--- src/rtl/mac_seq_ctrl_if.sv ---
// Host, operand-memory and MAC signals of the dot-product sequencer.
// master is the sequencer's view; slave is the surrounding host/memory/MAC.
interface mac_seq_ctrl_if #(
  parameter int ADDR_W = 4
) ();
  logic                     start;
  logic [ADDR_W:0]          len;
  logic                     busy;
  logic                     done;
  logic                     err;
  logic signed [15:0]       result;
  logic                     result_ovf;
  logic                     rd_en;
  logic [ADDR_W-1:0]        rd_addr;
  logic signed [7:0]        a_data;
  logic signed [7:0]        b_data;
  logic                     mac_reset;
  logic                     mac_valid_in;
  logic signed [7:0]        mac_a;
  logic signed [7:0]        mac_b;
  logic signed [15:0]       mac_f;
  logic                     mac_overflow;
  logic                     mac_valid_out;

  modport master (
    input  start, len, a_data, b_data, mac_f, mac_overflow, mac_valid_out,
    output busy, done, err, result, result_ovf, rd_en, rd_addr,
           mac_reset, mac_valid_in, mac_a, mac_b
  );

  modport slave (
    output start, len, a_data, b_data, mac_f, mac_overflow, mac_valid_out,
    input  busy, done, err, result, result_ovf, rd_en, rd_addr,
           mac_reset, mac_valid_in, mac_a, mac_b
  );
endinterface

--- src/rtl/mac_seq_ctrl.sv ---
// Dot-product sequencer for a signed 8x8 MAC: clear, stream LEN operand pairs, collect result.
// First read 2 cycles after start, done 1 cycle after final return; no backpressure, watchdog aborts a stalled MAC.
module mac_seq_ctrl #(
  parameter int ADDR_W = 4,
  parameter int WDOG   = 16
) (
  input  logic           clk,
  input  logic           reset,
  mac_seq_ctrl_if.master bus
);
  localparam int WD_W = $clog2(WDOG + 1);

  typedef enum logic [2:0] {
    S_IDLE,
    S_CLEAR,
    S_FETCH,
    S_DRAIN,
    S_DONE
  } state_t;

  state_t             r_state;
  logic [ADDR_W:0]    r_len;
  logic [ADDR_W:0]    r_ret_cnt;
  logic [ADDR_W-1:0]  r_rd_addr;
  logic               r_rd_en;
  logic               r_mac_vin;
  logic               r_busy;
  logic               r_done;
  logic               r_err;
  logic               r_ovf;
  logic signed [15:0] r_result;
  logic [WD_W-1:0]    r_wdog;

  logic               w_ret;
  logic [ADDR_W:0]    w_ret_next;
  logic               w_last_addr;

  // Returns only count while operands are in flight; strays elsewhere are dropped.
  assign w_ret       = bus.mac_valid_out && (r_state == S_FETCH || r_state == S_DRAIN);
  assign w_ret_next  = r_ret_cnt + (ADDR_W+1)'(1);
  assign w_last_addr = ({1'b0, r_rd_addr} == r_len - (ADDR_W+1)'(1));

  always_ff @(posedge clk) begin
    if (reset) begin
      r_state   <= S_IDLE;
      r_len     <= '0;
      r_ret_cnt <= '0;
      r_rd_addr <= '0;
      r_rd_en   <= 1'b0;
      r_mac_vin <= 1'b0;
      r_busy    <= 1'b0;
      r_done    <= 1'b0;
      r_err     <= 1'b0;
      r_ovf     <= 1'b0;
      r_result  <= '0;
      r_wdog    <= '0;
    end else begin
      r_mac_vin <= r_rd_en;
      if (w_ret) begin
        r_ret_cnt <= w_ret_next;
        r_ovf     <= r_ovf | bus.mac_overflow;
      end
      case (r_state)
        S_IDLE: begin
          r_done <= 1'b0;
          r_err  <= 1'b0;
          if (bus.start) begin
            r_len     <= bus.len;
            r_ovf     <= 1'b0;
            r_ret_cnt <= '0;
            r_wdog    <= '0;
            r_result  <= '0;
            r_busy    <= 1'b1;
            r_state   <= S_CLEAR;
          end
        end
        S_CLEAR: begin
          if (r_len == '0) begin
            r_result <= '0;
            r_err    <= 1'b0;
            r_done   <= 1'b1;
            r_state  <= S_DONE;
          end else begin
            r_rd_en   <= 1'b1;
            r_rd_addr <= '0;
            r_state   <= S_FETCH;
          end
        end
        S_FETCH: begin
          r_wdog <= '0;
          if (w_last_addr) begin
            r_rd_en <= 1'b0;
            r_state <= S_DRAIN;
          end else begin
            r_rd_addr <= r_rd_addr + ADDR_W'(1);
          end
        end
        S_DRAIN: begin
          if (w_ret && w_ret_next == r_len) begin
            r_result <= bus.mac_f;
            r_err    <= 1'b0;
            r_done   <= 1'b1;
            r_state  <= S_DONE;
          end else if (w_ret) begin
            r_wdog <= '0;
          end else if (r_wdog == WD_W'(WDOG - 1)) begin
            // Watchdog: capture whatever the MAC holds and report the abort.
            r_result <= bus.mac_f;
            r_err    <= 1'b1;
            r_done   <= 1'b1;
            r_state  <= S_DONE;
          end else begin
            r_wdog <= r_wdog + WD_W'(1);
          end
        end
        S_DONE: begin
          r_done  <= 1'b0;
          r_err   <= 1'b0;
          r_busy  <= 1'b0;
          r_state <= S_IDLE;
        end
        default: r_state <= S_IDLE;
      endcase
    end
  end

  assign bus.busy         = r_busy;
  assign bus.done         = r_done;
  assign bus.err          = r_err;
  assign bus.result       = r_result;
  assign bus.result_ovf   = r_ovf;
  assign bus.rd_en        = r_rd_en;
  assign bus.rd_addr      = r_rd_addr;
  assign bus.mac_reset    = reset || (r_state == S_CLEAR);
  assign bus.mac_valid_in = r_mac_vin;
  assign bus.mac_a        = r_mac_vin ? bus.a_data : 8'sd0;
  assign bus.mac_b        = r_mac_vin ? bus.b_data : 8'sd0;
endmodule
--- src/flat_wrapper.sv ---
// flat-port wrapper written by rule: the top's interface ports become plain ports
module mac_seq_ctrl_flat 
#(
  parameter int ADDR_W = 4,
  parameter int WDOG   = 16
)
  (clk, reset, bus_start, bus_len, bus_a_data, bus_b_data, bus_mac_f, bus_mac_overflow, bus_mac_valid_out, bus_busy, bus_done, bus_err, bus_result, bus_result_ovf, bus_rd_en, bus_rd_addr, bus_mac_reset, bus_mac_valid_in, bus_mac_a, bus_mac_b);
  mac_seq_ctrl_if #(.ADDR_W(ADDR_W)) bus_i ();
  input  logic clk;
  input  logic reset;
  input wire logic [$bits(bus_i.start)-1:0] bus_start;
  input wire logic [$bits(bus_i.len)-1:0] bus_len;
  input wire logic [$bits(bus_i.a_data)-1:0] bus_a_data;
  input wire logic [$bits(bus_i.b_data)-1:0] bus_b_data;
  input wire logic [$bits(bus_i.mac_f)-1:0] bus_mac_f;
  input wire logic [$bits(bus_i.mac_overflow)-1:0] bus_mac_overflow;
  input wire logic [$bits(bus_i.mac_valid_out)-1:0] bus_mac_valid_out;
  output wire logic [$bits(bus_i.busy)-1:0] bus_busy;
  output wire logic [$bits(bus_i.done)-1:0] bus_done;
  output wire logic [$bits(bus_i.err)-1:0] bus_err;
  output wire logic [$bits(bus_i.result)-1:0] bus_result;
  output wire logic [$bits(bus_i.result_ovf)-1:0] bus_result_ovf;
  output wire logic [$bits(bus_i.rd_en)-1:0] bus_rd_en;
  output wire logic [$bits(bus_i.rd_addr)-1:0] bus_rd_addr;
  output wire logic [$bits(bus_i.mac_reset)-1:0] bus_mac_reset;
  output wire logic [$bits(bus_i.mac_valid_in)-1:0] bus_mac_valid_in;
  output wire logic [$bits(bus_i.mac_a)-1:0] bus_mac_a;
  output wire logic [$bits(bus_i.mac_b)-1:0] bus_mac_b;
  assign bus_i.start = bus_start;
  assign bus_i.len = bus_len;
  assign bus_i.a_data = bus_a_data;
  assign bus_i.b_data = bus_b_data;
  assign bus_i.mac_f = bus_mac_f;
  assign bus_i.mac_overflow = bus_mac_overflow;
  assign bus_i.mac_valid_out = bus_mac_valid_out;
  assign bus_busy = bus_i.busy;
  assign bus_done = bus_i.done;
  assign bus_err = bus_i.err;
  assign bus_result = bus_i.result;
  assign bus_result_ovf = bus_i.result_ovf;
  assign bus_rd_en = bus_i.rd_en;
  assign bus_rd_addr = bus_i.rd_addr;
  assign bus_mac_reset = bus_i.mac_reset;
  assign bus_mac_valid_in = bus_i.mac_valid_in;
  assign bus_mac_a = bus_i.mac_a;
  assign bus_mac_b = bus_i.mac_b;
  mac_seq_ctrl #(.ADDR_W(ADDR_W), .WDOG(WDOG)) u_core (.clk(clk), .reset(reset), .bus(bus_i));
endmodule
--- config.mk ---
export PLATFORM = sky130hd
export DESIGN_NAME = mac_seq_ctrl_flat
export DESIGN_NICKNAME = d
export VERILOG_FILES = /design/src/rtl/mac_seq_ctrl_if.sv /design/src/rtl/mac_seq_ctrl.sv /design/src/flat_wrapper.sv
export SDC_FILE = /design/constraint.sdc
export NUM_CORES = 1
export LEC_CHECK = 0
export BUFFER_PORTS_ARGS = -buffer_cell sky130_fd_sc_hd__buf_4
export CAP_MARGIN = 25
export CORE_MARGIN = 4
export CORE_UTILIZATION = 50
export DETAILED_ROUTE_END_ITERATION = 16
export PLACE_DENSITY = 0.8
export SYNTH_ARGS = -nofsm -noshare
export SYNTH_HDL_FRONTEND = slang
export SYNTH_SLANG_ARGS = --single-unit
--- constraint.sdc ---
create_clock -name clk -period 2.54 [get_ports clk]
set_input_delay 0.127 -clock clk [delete_from_list [all_inputs] [get_ports clk]]
set_output_delay 0.127 -clock clk [all_outputs]
set_load 0.03 [all_outputs]
==> results of run 1 <==
==> metrics by stage <==
step | worst slack [ns] | instance area, um2 | utilization | power, mW | hold slack (ns)
after floorplan | 0.483 | 2420 | - | 1.04 | 0.266
after detailed placement | 0.356 | 3080 | 0.652 | 1.16 | 0.359
after global placement | 0.404 | 3080 | 0.652 | 1.15 | 0.353
after CTS | 0.353 | 3190 | 0.675 | 1.70 | 0.0455
after global routing | 0.216 | 3190 | 0.675 | 1.76 | 0.0752
final | 0.349 | 3190 | 0.675 | 1.67 | 0.0579
==> cells by family (layout without fill, tap and decap cells) <==
kind of cell    count (synthesis)  count (layout)
simple gates                  103             103
compound gates                 59              59
flops                          44              44
buf+inv                        42             123
xor+xnor                       15              15
fa+ha+maj                       5               5
mux                             3               3
==> per-layer routing <==
metal  track usage  up-vias  routed length (um)
li1              -     1086                   -
met1         0.222      967                2320
met2         0.303       68                2620
met3        0.0557        4                 438
met4        0.0587        0                  46
met5             0        -                   0
==> power by group <==
group	leakage, nW	total (mW)	switching [mW]	internal, mW
sequential	0.356	0.746	0.0339	0.713
combinational	0.987	0.398	0.218	0.180
clock	0.0541	0.530	0.239	0.291
==> sequential cells by signal (all words and copies together), names as in the netlist <==
register,cells
u_core.bus.result,16
u_core.r_len,5
u_core.r_ret_cnt,5
u_core.r_wdog,5
u_core.bus.rd_addr,4
u_core.r_state,3
u_core.bus.busy,1
u_core.bus.done,1
u_core.bus.err,1
u_core.bus.mac_valid_in,1
u_core.bus.rd_en,1
u_core.bus.result_ovf,1
==> cell usage after synthesis, drive strengths merged (3+ instances only) <==
| library cell | n |
|---|---|
| dfxtp | 44 |
| inv | 29 |
| nor2 | 28 |
| and2 | 17 |
| nand2b | 17 |
| o32ai | 17 |
| a21oi | 15 |
| nand2 | 10 |
| clkbuf | 9 |
| o21ai | 8 |
| or3 | 7 |
| xnor2 | 7 |
| xor2 | 7 |
| nand3 | 6 |
| ha | 5 |
| or2 | 5 |
| a211oi | 4 |
| buf | 4 |
| mux2i | 3 |
| nor2b | 3 |
==> area by class of cell <==
type / instances / area, um2
clock inverter: 3 / 42.5
clock buffer: 5 / 68.8
fill: 393 / 1530
timing repair buffer: 86 / 646
sequential: 44 / 881
tap: 67 / 83.8
inverter: 29 / 109
multi-input combinational: 185 / 1360
==> path summary, 6_finish.rpt <==
kind                       start  slack, ns                     to
min                   bus_len[2]       0.06        u_core.r_len[2]
min reg2reg      u_core.bus.done       0.48        u_core.bus.done
max reg2reg  u_core.r_ret_cnt[0]       0.35  u_core.bus.result[14]
max          u_core.r_ret_cnt[0]       0.35  u_core.bus.result[14]
==> worst min-delay path: stages <==
cell and delay [ns]:
buf_4 0.08, a21oi_1 0.05, nor2_1 0.07
==> metrics.yaml, run 1 <==
synth_fp_nets: 318
synth-seq-area-share: 0.364
dp_hpwl_um: 4170
clock.fmax_mhz: 456
syn2layout_area_growth_pct: 31.7
die_h_um: 77.6
max-clock-path-buffers: 2
synthFlopType: "dfxtp_1"
end_kind: "flip-flop"
finalCriticalPeriod_ns: 2.19
numCtsBuffers: 5
synth_cells: 271
die_w_um: 77.6
worst-path-stages: 7
cts_root_buf: "clkbuf_8"
slew-limit-headroom: 0.626
synth_compound_area_frac: 0.222
finalClockSkew_ns: 0.00827
grt_pass1_wl_um: 8960
track_usage: 0.182
die_area_mm2: 0.00602
netlist_area_mm2: 0.00242
most-common-layout-cells: "buf_4 (86), dfxtp_1 (44), inv_1 (29)"
viasPerCell: 5.07
cp_slowest_cell: "or3_4"
yosys.area_share.simple: 0.242
crit_family: "compound AO/OA/AOI/OAI gates"
drive_above_1_share: 0.335
min_path_type: "input port to flip-flop"
ios: 85
r2r_cells: 7
insertion_delay_ns: 0.30
placement_rows: 25
cts_sinks: 44
crit_required_ns: 2.74
nets: 398
ctsHoldBuffers: 0
drv_slew: 0
power_leakage_nw: 1.40
antenna_found_initial: 0
slowest_delay_ns: 0.41
syn_area_per_cell_um2: 8.94
drc: 0
design.core.area_mm2: 0.00472
start_kind: "flip-flop"
firstDrtPassIters: 5
p_per_area_mw_per_mm2: 525
vdd_drop_max_uv: 371
totalWireLength_um: 5430
drv_cap: 0
cts_tree: "yes"
synth-xor-area-share: 0.0599
initial_utilization: 0.513
cp_max_fo: 17
synthMuxAreaShare: 0.0124
synth_top_family_by_area: "simple AND/OR/NAND/NOR gates"
ant_nets: 0
grt_setup_unrepaired: "no"
wire_per_inst_um: 12.9
worstPathArrival_ns: 2.39
fin_cells: 419
whs_path_depth: 3
synth_cell_type_count: 49
yosysTopAreaCell: "dfxtp_1"
worstPathCellList: "ha_1 > nand3_2 > or3_4 > a211oi_4 > o21ai_4 > buf_4 > o32ai_1"
hold_viol_final: 0
worst-setup-path-type: "flip-flop to flip-flop"
place_inst: 411
synthAdderAreaFrac: 0.0258
place_congestion: 0.808
drtIter0Drc: 91
synth_enable_flop_cells: 0
status: "finished, final reports clean"
finalCritPeriodShare: 0.863
post_cts_resized: 0
grt_pass1_vias: 1995
port_buffers: 84
grt_overflow_total: 0
vias: 2125
diodes: 0
grt_max_degree: 56
cts.htree.levels: 2
synth_area_leaders: "dfxtp_1 (36%), o32ai_2 (5.4%), inv_1 (4.5%), and2_1 (4.4%), nand2b_1 (4.4%)"
yosys_warnings: 0
post_cts_buffers: 0
async_reset_ff_frac: 0
mostFrequentLayoutCell: "buf_4"
worst_slew_pin_slew_ns: 0.560
netlist.area_leader.share: 0.364
critPathBufInv: 1
ys_ff_latch: 44
path_clk_slew_ns: 0.08
setup-tns-final_ns: 0
finalSetupViolCount: 0
Power figures use the tool's default switching activity.
==> run 2, diff against run 1 <==
Settings changed: REMOVE_ABC_BUFFERS from default to 1.
==> run 2 against run 1 <==
Effect of this change: wire length increased by 1.7%; via count down 0.24%; final area down 0.94%; critical path type unchanged; critical endpoint unchanged; largest power group unchanged.
==> metrics.yaml, run 2 (synthesis results as in run 1) <==
antenna_found_initial: 0  # unchanged
drtIter0Drc: 86  # was 91
drive_above_1_share: 0.333  # was 0.335
die_w_um: 77.6  # unchanged
worstPathCellList: "ha_1 > nand3_2 > or3_4 > a211oi_4 > o21ai_4 > buf_4 > o32ai_1"  # unchanged
wl_met1_um: 2340  # was 2320 um
crit_family: "compound AO/OA/AOI/OAI gates"  # unchanged
most-common-layout-cells: "buf_4 (86), dfxtp_1 (44), inv_1 (29)"  # unchanged
reg2reg_from: "u_core.r_ret_cnt[0]"  # unchanged
dr.max_layer_used: "met4"  # unchanged
syn2layout_area_growth_pct: 30.5  # was 31.7%
slowest_delay_ns: 0.41  # about the same
port_buffers: 84  # unchanged
wire_per_inst_um: 13.2  # was 12.9 um
worst_slew_pin_slew_ns: 0.563  # was 0.560 ns
diodes: 0  # unchanged
final_area_mm2: 0.00316  # was 0.00319 mm2
slew-limit-headroom: 0.624  # was 0.626
insertion_delay_ns: 0.30  # about the same
p_per_area_mw_per_mm2: 496  # was 525 mW/mm2
clock.fmax_mhz: 447  # was 456 MHz
setup-tns-final_ns: 0  # unchanged
ant_nets: 0  # unchanged
path_clk_slew_ns: 0.08  # about the same
cp_max_fo: 17  # unchanged
min_path_type: "input port to flip-flop"  # unchanged
design.core.area_mm2: 0.00472  # unchanged
cts_tree: "yes"  # unchanged
finalCriticalPeriod_ns: 2.24  # was 2.19 ns
setup_ws_ns: 0.303  # was 0.349 ns
route.met3.wl_um: 373  # was 438 um
status: "finished, final reports clean"  # unchanged
worst-setup-path-type: "flip-flop to flip-flop"  # unchanged
ios: 85  # unchanged
whs_path_depth: 3  # unchanged
dp_hpwl_um: 4160  # was 4170 um
end_kind: "flip-flop"  # unchanged
largest_reg_flops: 16  # unchanged
cp-startpoint: "u_core.r_ret_cnt[0]"  # unchanged
r2r_cells: 7  # unchanged
post_cts_buffers: 0  # unchanged
grt_overflow_total: 0  # unchanged
cts_sinks: 44  # unchanged
p_total_mw: 1.57  # was 1.67 mW
power_leakage_nw: 1.38  # was 1.40 nW
vdd_drop_max_uv: 384  # was 371 uV
drv_slew: 0  # unchanged
initial_utilization: 0.513  # unchanged
place_area_mm2: 0.00308  # unchanged
cts_root_buf: "clkbuf_8"  # unchanged
vias: 2120  # was 2125
crit_required_ns: 2.75  # was 2.74 ns
critPathBufInv: 1  # unchanged
cp_slowest_cell: "or3_4"  # unchanged
track_usage: 0.184  # was 0.182
hold_start: "bus_mac_overflow"  # was bus_len[2]
viasPerCell: 5.07  # about the same
die_h_um: 77.6  # unchanged
worstPathArrival_ns: 2.44  # was 2.39 ns
grt_pass1_vias: 1974  # was 1995
met2_length_um: 2730  # was 2620 um
ctsHoldBuffers: 0  # unchanged
grt_pass1_wl_um: 9150  # was 8960 um
dp_slack_ns: 0.328  # was 0.356 ns
worst-path-stages: 7  # unchanged
cts.htree.levels: 2  # unchanged
drc: 0  # unchanged
drv_cap: 0  # unchanged
max-clock-path-buffers: 2  # unchanged
mostFrequentLayoutCell: "buf_4"  # unchanged
grt_max_degree: 56  # unchanged
die_area_mm2: 0.00602  # unchanged
hold_viol_final: 0  # unchanged
nets: 398  # unchanged
numCtsBuffers: 5  # unchanged
start_kind: "flip-flop"  # unchanged
firstDrtPassIters: 4  # was 5
finalCritPeriodShare: 0.881  # was 0.863
post_cts_resized: 0  # unchanged
finalSetupViolCount: 0  # unchanged
totalWireLength_um: 5520  # was 5430 um
place_congestion: 0.821  # was 0.808
finalClockSkew_ns: 0.0133  # was 0.00827 ns
grt_setup_unrepaired: "no"  # unchanged
placement_rows: 25  # unchanged
## run 2: cell types whose count changed in the layout (fill, tap and decap cells not counted)
| cell | previous run | this run |
|---|---|---|
| bufinv_16 | 1 | 0 |
## run 2: worst reg2reg max path, cell delays in order (launching register included)
cell and delay, ns:
dfxtp_1 0.40, ha_1 0.29, nand3_2 0.10, or3_4 0.41, a211oi_4 0.40, o21ai_4 0.07, buf_4 0.21, o32ai_1 0.25
## run 2: final timing paths
check | endpoint | slack [ns]
worst max-delay path | u_core.bus.result[14] | 0.30
worst min-delay path | u_core.bus.result_ovf | 0.06
worst min register to register | u_core.bus.done | 0.47
worst max register to register | u_core.bus.result[14] | 0.30
## run 2: layout make-up
class                      instances  area (um2)
inverter                          29         109
sequential                        44         881
multi-input combinational        185        1360
tap                               67        83.8
fill                             411        1560
clock inverter                     2        12.5
timing repair buffer              86         646
clock buffer                       5        68.8
## run 2: per-stage QoR
step                       util  hold WS (ns)  cells
final                     0.669        0.0579    418
after floorplan               -         0.196    258
after CTS                 0.669        0.0548    418
after detailed placement  0.652         0.360    411
after global placement    0.652         0.350    411
after global routing      0.669        0.0664    418
## run 2: metal layers
metal,GRT usage,vias to the layer above
li1,-,1081
met4,0.0534,0
met5,0,-
met3,0.0534,7
met1,0.227,973
met2,0.311,59
## run 2: where the power goes
part           switching [mW]  internal (mW)
clock                   0.233          0.186
combinational           0.223          0.180
sequential             0.0338          0.713
total                   0.490           1.08
